===== config.mk =====
export PLATFORM = sky130hd
export DESIGN_NAME = pixel_reorder_buffer
export DESIGN_NICKNAME = d
export VERILOG_FILES = /design/src/rtl/pixel_reorder_buffer.sv
export SDC_FILE = /design/constraint.sdc
export NUM_CORES = 2
export LEC_CHECK = 0
export CAP_MARGIN = 20
export CORE_ASPECT_RATIO = 2
export CORE_MARGIN = 3
export CORE_UTILIZATION = 65
export CTS_BUF_LIST = sky130_fd_sc_hd__clkbuf_16
export DETAILED_ROUTE_END_ITERATION = 10
export HOLD_SLACK_MARGIN = 0.05
export PLACE_DENSITY = 0.95
export SETUP_SLACK_MARGIN = 0.02
export SYNTH_ARGS = -nofsm -noshare
export SYNTH_HDL_FRONTEND = slang
export SYNTH_SLANG_ARGS = --single-unit

===== constraint.sdc =====
create_clock -name clk -period 17.5 [get_ports clk]
set_input_delay 4.375 -clock clk [delete_from_list [all_inputs] [get_ports clk]]
set_output_delay 4.375 -clock clk [all_outputs]
set_load 0.02 [all_outputs]

===== src/rtl/pixel_reorder_buffer.sv =====
// Multi-channel raster reorder buffer: engines deposit pixels into a DEPTH-slot window, emitted strictly in raster order.
// Optional head-of-line timeout with fill pixel and skip_o port: define PRB_TIMEOUT_EN.
module pixel_reorder_buffer #(
  parameter int unsigned DATA_WIDTH    = 32,
  parameter int unsigned RBG_SIZE      = 24,
  parameter int unsigned NUM_CH        = 4,
  parameter int unsigned DEPTH         = 16,
  parameter int unsigned SCREEN_WIDTH  = 640,
  parameter int unsigned SCREEN_HEIGHT = 480,
  parameter int unsigned CNT_W         = $clog2(DEPTH + 1)
`ifdef PRB_TIMEOUT_EN
  ,
  parameter int unsigned TIMEOUT       = 1024
`endif
) (
  input  logic                         clk,
  input  logic                         reset,
  input  logic [NUM_CH-1:0]            valid_i,
  output logic [NUM_CH-1:0]            ready_o,
  input  logic [NUM_CH*RBG_SIZE-1:0]   colour_i,
  input  logic [NUM_CH*DATA_WIDTH-1:0] xpixel_i,
  input  logic [NUM_CH*DATA_WIDTH-1:0] ypixel_i,
  output logic                         valid_o,
  input  logic                         ready_i,
  output logic [RBG_SIZE-1:0]          colour_o,
  output logic [DATA_WIDTH-1:0]        xpixel_o,
  output logic [DATA_WIDTH-1:0]        ypixel_o,
  output logic [CNT_W-1:0]             occupancy,
  output logic                         full_queue,
  output logic                         frame_done,
  output logic                         drop_err
`ifdef PRB_TIMEOUT_EN
  ,
  output logic                         skip_o
`endif
);

  localparam int unsigned AW = (DEPTH > 1) ? $clog2(DEPTH) : 1;
  localparam int unsigned OW = DATA_WIDTH + 2;
  localparam logic [DATA_WIDTH-1:0] LAST_X = DATA_WIDTH'(SCREEN_WIDTH - 1);
  localparam logic [DATA_WIDTH-1:0] LAST_Y = DATA_WIDTH'(SCREEN_HEIGHT - 1);

  logic [DATA_WIDTH-1:0] exp_x;
  logic [DATA_WIDTH-1:0] exp_y;
  logic [AW-1:0]         head;
  logic [DEPTH-1:0]      occ;
  logic [RBG_SIZE-1:0]   colour_mem [DEPTH];

  logic [DATA_WIDTH-1:0] x_c    [NUM_CH];
  logic [DATA_WIDTH-1:0] y_c    [NUM_CH];
  logic [OW-1:0]         off_c  [NUM_CH];
  logic [AW-1:0]         slot_c [NUM_CH];
  logic [NUM_CH-1:0]     win_c;
  logic [NUM_CH-1:0]     lose_c;
  logic [NUM_CH-1:0]     drop_c;
  logic [NUM_CH-1:0]     wr_c;
  logic [CNT_W-1:0]      nwr_c;
  logic [CNT_W-1:0]      occ_nxt_c;
  logic                  skip_c;
  logic                  pop_c;
  logic                  pop_real_c;

  // Classify every channel against the pre-pop window and resolve same-slot collisions.
  always_comb begin
    win_c  = '0;
    lose_c = '0;
    drop_c = '0;
    wr_c   = '0;
    nwr_c  = '0;
    for (int c = 0; c < NUM_CH; c++) begin
      x_c[c]    = xpixel_i[c*DATA_WIDTH +: DATA_WIDTH];
      y_c[c]    = ypixel_i[c*DATA_WIDTH +: DATA_WIDTH];
      off_c[c]  = '0;
      slot_c[c] = '0;
    end
    for (int c = 0; c < NUM_CH; c++) begin
      if (valid_i[c]) begin
        if (x_c[c] >= DATA_WIDTH'(SCREEN_WIDTH) || y_c[c] >= DATA_WIDTH'(SCREEN_HEIGHT)) begin
          drop_c[c] = 1'b1;
        end else if (y_c[c] == exp_y && x_c[c] >= exp_x) begin
          off_c[c] = OW'(x_c[c]) - OW'(exp_x);
          win_c[c] = off_c[c] < OW'(DEPTH);
        end else if ((exp_y != LAST_Y && y_c[c] == exp_y + DATA_WIDTH'(1)) ||
                     (exp_y == LAST_Y && y_c[c] == '0)) begin
          off_c[c] = OW'(x_c[c]) + OW'(SCREEN_WIDTH) - OW'(exp_x);
          win_c[c] = off_c[c] < OW'(DEPTH);
        end else if ((y_c[c] == exp_y && x_c[c] < exp_x) || y_c[c] < exp_y) begin
          // wrap case (exp_y last, y==0) was caught above, so this is already emitted
          drop_c[c] = 1'b1;
        end
        slot_c[c] = head + off_c[c][AW-1:0];
      end
    end
    for (int c = 0; c < NUM_CH; c++) begin
      for (int j = 0; j < c; j++) begin
        if (win_c[j] && win_c[c] && slot_c[j] == slot_c[c]) lose_c[c] = 1'b1;
      end
      if (win_c[c] && !lose_c[c]) begin
        if (occ[slot_c[c]] || (skip_c && off_c[c] == '0)) drop_c[c] = 1'b1;
        else                                              wr_c[c]   = 1'b1;
      end
      nwr_c = nwr_c + CNT_W'(wr_c[c]);
    end
  end

  assign ready_o    = reset ? '0 : (drop_c | wr_c);
  assign valid_o    = !reset && (occ[head] || skip_c);
  assign colour_o   = skip_c ? {RBG_SIZE{1'b1}} : colour_mem[head];
  assign xpixel_o   = exp_x;
  assign ypixel_o   = exp_y;
  assign pop_c      = valid_o && ready_i;
  assign pop_real_c = pop_c && occ[head];
  assign occ_nxt_c  = occupancy + nwr_c - CNT_W'(pop_real_c);

  // Window state, raster position and status pulses.
  always_ff @(posedge clk) begin
    if (reset) begin
      occ        <= '0;
      head       <= '0;
      exp_x      <= '0;
      exp_y      <= '0;
      occupancy  <= '0;
      full_queue <= 1'b0;
      frame_done <= 1'b0;
      drop_err   <= 1'b0;
    end else begin
      drop_err   <= |drop_c;
      frame_done <= pop_c && exp_x == LAST_X && exp_y == LAST_Y;
      occupancy  <= occ_nxt_c;
      full_queue <= occ_nxt_c == CNT_W'(DEPTH);
      if (pop_c) begin
        occ[head] <= 1'b0;
        head      <= head + AW'(1);
        if (exp_x == LAST_X) begin
          exp_x <= '0;
          exp_y <= (exp_y == LAST_Y) ? '0 : exp_y + DATA_WIDTH'(1);
        end else begin
          exp_x <= exp_x + DATA_WIDTH'(1);
        end
      end
      for (int c = 0; c < NUM_CH; c++) begin
        if (wr_c[c]) occ[slot_c[c]] <= 1'b1;
      end
    end
  end

  // Pixel payload storage; validity is tracked by occ, so no reset needed.
  always_ff @(posedge clk) begin
    for (int c = 0; c < NUM_CH; c++) begin
      if (wr_c[c] && !reset) colour_mem[slot_c[c]] <= colour_i[c*RBG_SIZE +: RBG_SIZE];
    end
  end

`ifdef PRB_TIMEOUT_EN
  localparam int unsigned TW = $clog2(TIMEOUT + 1);
  logic [TW-1:0] tcnt;

  // Head-of-line stall timer; saturates at TIMEOUT until the fill pixel is popped.
  always_ff @(posedge clk) begin
    if (reset || pop_c) begin
      tcnt <= '0;
    end else if (!occ[head] && occupancy != '0 && tcnt != TW'(TIMEOUT)) begin
      tcnt <= tcnt + TW'(1);
    end
  end

  assign skip_c = (tcnt == TW'(TIMEOUT));
  assign skip_o = skip_c && !reset;
`else
  assign skip_c = 1'b0;
`endif

endmodule


==> impl_results.md, run 1 <==
- Vias in the first global route: 81.4k
- Ys Warns: 0
- Root Driver: clkbuf_16
- Synth cell types: 110
- Chip width: 227 um
- Starting Density: 0.658
- Mapped Cells: 6812
- First-pass GRT wire length: 653 mm
- DP HPWL: 254 mm
- Num Clock Sinks: 480
- Yosys reg bits: 480
- IO buf count: 459
- Post_cts resized: 0
- Placer Congestion: 1.33
- Status: aborted with a tool error
- Net Count, Synth: 7705
- CTS Buf Count: 45
- Setup repair bufs after CTS: 0
- Cts hold-fix bufs: 0
- Number of synthesized flops with an enable pin: 384
- Syn Area/Cell: 9.32 um2
- Synthesized area: 0.0635 mm2
- H-tree depth: 2
- Fail Step: global routing
- Row cnt: 161
- Post-synthesis sequential area ratio: 0.212
- I/O pin count: 460
- Die extent in y: 448 um
- Async SR Flop Fraction: 0
- CTS Buffer Depth: 3
- Most used DFF post-synth: edfxtp_1
- Congestion Overflow GR: 2264
- Largest net degree at the start of global routing: 57
- Err: [ERROR GRT-0116] Global routing finished with congestion. Check the congestion regions in the DRC Viewer.
- GR Util All Layers: 0.843
metrics by stage:
stage          instance area (um2)  hold slack [ps]  worst slack (ps)  std cells   util
3_5_place_dp                 69400              458              1400       8221  0.720
2_1_floorplan                63500              509              3690       6812      -
4_1_cts                      70900              473              1260       8300  0.734
3_3_place_gp                 69300              439              1530       8218  0.719
cells in the mapped netlist (all sizes together), types with 19 or more instances:
cell,count,share of area
and3,57,0.0057
nor3b,21,0.0025
mux2,1020,0.18
mux4,127,0.045
nand3,179,0.014
and4,28,0.0039
nor2b,78,0.0077
a21boi,29,0.0034
or3,53,0.0052
xnor2,185,0.026
and2,45,0.0044
nor3,172,0.014
a21o,108,0.013
nand2b,81,0.0080
o2111ai,39,0.0060
dfxtp,96,0.030
mux2i,125,0.020
o211ai,61,0.0072
o22ai,29,0.0029
nor4,154,0.016
nand4,196,0.022
o31ai,42,0.0050
fa,127,0.040
o21ai,307,0.024
a211oi,52,0.0062
clkbuf,311,0.018
xor2,95,0.013
or2,39,0.0038
or4,54,0.0064
a31oi,76,0.0075
nand2,424,0.025
a2111oi,32,0.0047
inv,356,0.021
o21bai,25,0.0030
edfxtp,384,0.18
ha,407,0.080
o21a,44,0.0052
a21oi,247,0.019
buf,117,0.010
o221ai,19,0.0026
nand3b,22,0.0026
nor2,366,0.022
kinds of logic after synthesis:
| kind of cell | share of synthesized area |
|---|---|
| simple gates | 0.177 |
| compound gates | 0.151 |
| mux | 0.246 |
| buf+inv | 0.0498 |
| fa+ha+maj | 0.121 |
| flops | 0.212 |
| xor+xnor | 0.0436 |
layer usage:
metal,GRT overflow,track usage
met5,15,0.432
met4,767,0.901
met3,104,0.730
met1,48,0.794
met2,1330,0.996
==> run 2, diff against run 1 <==
Settings changed: CORE_ASPECT_RATIO 2 to unset, CORE_UTILIZATION 65 to 40, CTS_BUF_LIST sky130_fd_sc_hd__clkbuf_16 to unset, HOLD_SLACK_MARGIN 0.05 to unset, PLACE_DENSITY 0.95 to unset, PLACE_DENSITY_LB_ADDON set to 0.15, SETUP_SLACK_MARGIN 0.02 to unset.
==> impl_results.md, run 2 <==
- Worst setup SP type: input pin
- Area growth from synthesis to layout: 14.1%
- Num Clock Sinks: 480 (unchanged)
- Max Fclk: 59.7 MHz
- Top post-synthesis cells by count: mux2_2 (933), nand2_1 (423), ha_1 (407) (unchanged)
- Synth cell types: 110 (unchanged)
- GR Util All Layers: 0.381
- Placer Congestion: 1.03 (was 1.33)
- Leakage: 26.3 nW
- Post-synth top area share: 0.182 (unchanged)
- Via count: 62.5k
- M1 WL: 129 mm
- Status: complete, no violations (was aborted with a tool error)
- Synthesized area: 0.0635 mm2 (unchanged)
- Critical path's largest stage delay: 820 ps
- Total power draw: 3.52 mW
- Async SR Flop Fraction: 0 (unchanged)
- Syn Area/Cell: 9.32 um2 (unchanged)
- Most frequent cells in the layout: mux2_2 (933), clkdlybuf4s50_1 (458), nand2_1 (422)
- Detailed-route vias per instance: 6.79
- Top routing layer used: met5
- Logic pwr share: 0.289
- Final setup violation count: 0
- Min cycle time layout: 16740 ps
- Pwr Density: 48.6 mW/mm2
- Post-route ant nets: 0
- Worst skew pair latency: 710 ps
- Net Count, Synth: 7705 (unchanged)
- DR DRC count: 0
- CTS tree: done
- Reg clk slew, reported paths: 70 ps
- Post-route clock skew: 43.3 ps
- Seq pwr share: 0.350
- Peak supply drop: 0.0796 mV
- Sw frac: 0.330
- WL/cell: 35.1 um
- Clk pwr share: 0.361
- Max Cap Viol: 0
- CTS Buffer Depth: 3 (unchanged)
- Fin. max-slew vios: 0
- Synth area leader: edfxtp_1 (unchanged)
- Placed cell count: 9059 (was 8221)
- CP max stage cell: fa_1
- Non-filler cells, final: 9200
- Top-count cell post-synth: mux2_2 (unchanged)
- Number of synthesized flops with an enable pin: 384 (unchanged)
- Congestion Overflow GR: 0
- Cts hold-fix bufs: 0 (unchanged)
- Row cnt: 145 (was 161)
- DP HPWL: 233 mm (was 254 mm)
- Routed wl met3: 36.3 mm
- I/O pin count: 460 (unchanged)
- DIE AREA: 0.164 mm2
- Cell-internal power: 2.36 mW
- Post-place setup slack: 1020 ps (was 1400 ps)
- CP endpoint kind: output pin
- Max reg flops: 384
- Delay-heaviest family, CP: compound AO/OA/AOI/OAI gates
- IO buf count: 459 (unchanged)
- Fillers: 15.0k
- P_sw: 1.16 mW
- Root Driver: clkbuf_16 (unchanged)
- Post-layout util: 0.462
- Yosys reg bits: 480 (unchanged)
- Fin crit share: 0.957
- Initial antenna violation count: 38
- CTS Buf Count: 61 (was 45)
- Core box area: 0.157 mm2
- Met2 wire len: 139 mm
- Min-Delay Path Class: reg -> reg
- Final TNS setup: 0 ps
- Largest net degree at the start of global routing: 51
- Ys Warns: 0 (unchanged)
- Sequence of cells on the critical path: clkdlybuf4s50_1, inv_1, ha_1, nand4_1, a211oi_1, o211ai_1, a211oi_1, o21bai_1, a31o_2, nand2_1, nand2_1, nor2_1, ha_1, inv_1, fa_1, inv_1, o21ai_1, a32o_1, nand2_1, a221oi_1, a2111o_1, a21oi_1, clkdlybuf4s50_1
- Ranking of synthesized cells by area: edfxtp_1 (18%), mux2_2 (17%), ha_1 (8.0%) (unchanged)
- Fin. Hold Viols: 0
- Share of cells above drive strength 1: 0.210
- Worst path bufs/invs: 5
- First-pass GRT wire length: 452 mm
- Kind of critical path: in -> out
- Crit path DAT: 12370 ps
- CP max FO: 19
- DRT Pass-1 Iters: 7
- Mapped Cells: 6812 (unchanged)
- Iteration-0 DRC Markers: 8753
- RSZ-0062 raised after global routing: false
- Post_cts resized: 0 (unchanged)
- Most used DFF post-synth: edfxtp_1 (unchanged)
- Vias in the first global route: 59.5k
- Worst-margin pin slew: 1340 ps
- Setup repair bufs after CTS: 0 (unchanged)
- H-tree depth: 2 (unchanged)
- Starting Density: 0.404 (was 0.658)
- Chip width: 404 um (was 227 um)
- Drt total wl: 323 mm
- Final worst slack: 759 ps
- Nets@finish: 7960
- Die extent in y: 404 um (was 448 um)
- Worst relative slew slack: 0.0986
- Post-synthesis sequential area ratio: 0.212 (unchanged)
- Commonest non-fill, non-tap cell in the layout: mux2_2
- Required time of the worst setup path: 13120 ps
[run 2: cell counts after synthesis]
Identical to the previous run, type by type.
[run 2: layout make-up]
class                           count  area [um2]  share of cell area
Multi-Input combinational cell   5547       47200               0.652
Clock buffer                       91        1720              0.0237
Inverter                          357        1340              0.0185
Timing Repair Buffer              620        5830              0.0805
Antenna cell                       26        65.1            0.000898
Sequential cell                   480       13500               0.186
Tap cell                         2058        2570              0.0355
Clock inverter                     21         221             0.00306
[run 2: cells by family (layout without fill, tap and decap cells)]
logic type	count (synthesis)	count (layout)	share of synthesized area
fa+ha+maj	537	537	0.121
other cells	0	26	0
flops	480	480	0.212
simple gates	2060	2060	0.177
compound gates	1384	1384	0.151
xor+xnor	294	294	0.0436
mux	1272	1272	0.246
buf+inv	785	1089	0.0498
[run 2: worst paths after layout]
path	from	end	slack, ps	cells after the start
worst max-delay path	xpixel_i[103]	ready_o[3]	760	23
worst min-delay path	occ[6]	occ[6]	590	2
worst max register to register	ypixel_o[0]	colour_mem[1][8]	6700	29
worst min register to register	occ[6]	occ[6]	590	2
[run 2: worst reg2reg max path: cells and delay by family (launching register included)]
family,cells,cell delay [ps]
simple gates,9,3720
xor+xnor,2,730
compound gates,7,2140
fa+ha+maj,3,1100
mux,5,1430
buf+inv,3,700
flops,1,730
[run 2: power groups by stage]
| stage | clock (mW) | combinational (mW) | sequential (mW) |
|---|---|---|---|
| 3_5_place_dp | 0 | 0.986 | 1.25 |
| 2_1_floorplan | 0 | 0.616 | 1.25 |
| 3_3_place_gp | 0 | 0.985 | 1.25 |
| 6_report | 1.27 | 1.02 | 1.23 |
| 4_1_cts | 1.28 | 0.992 | 1.23 |
| 5_1_grt | 1.32 | 1.09 | 1.23 |
[run 2: routing by layer]
metal	GRT usage	vias up
li1	-	26600
met1	0.507	31006
met2	0.571	4008
met3	0.0932	836
met4	0.195	10
met5	0	-
[run 2: stage by stage]
stage | hold WS, ps | cell area (um2)
after floorplan | 509 | 63500
after global placement | 550 | 70300
after detailed placement | 566 | 70400
after CTS | 584 | 72300
after global routing | 614 | 72400
final | 589 | 72400
Note: power is estimated with default switching activity, not from simulation.
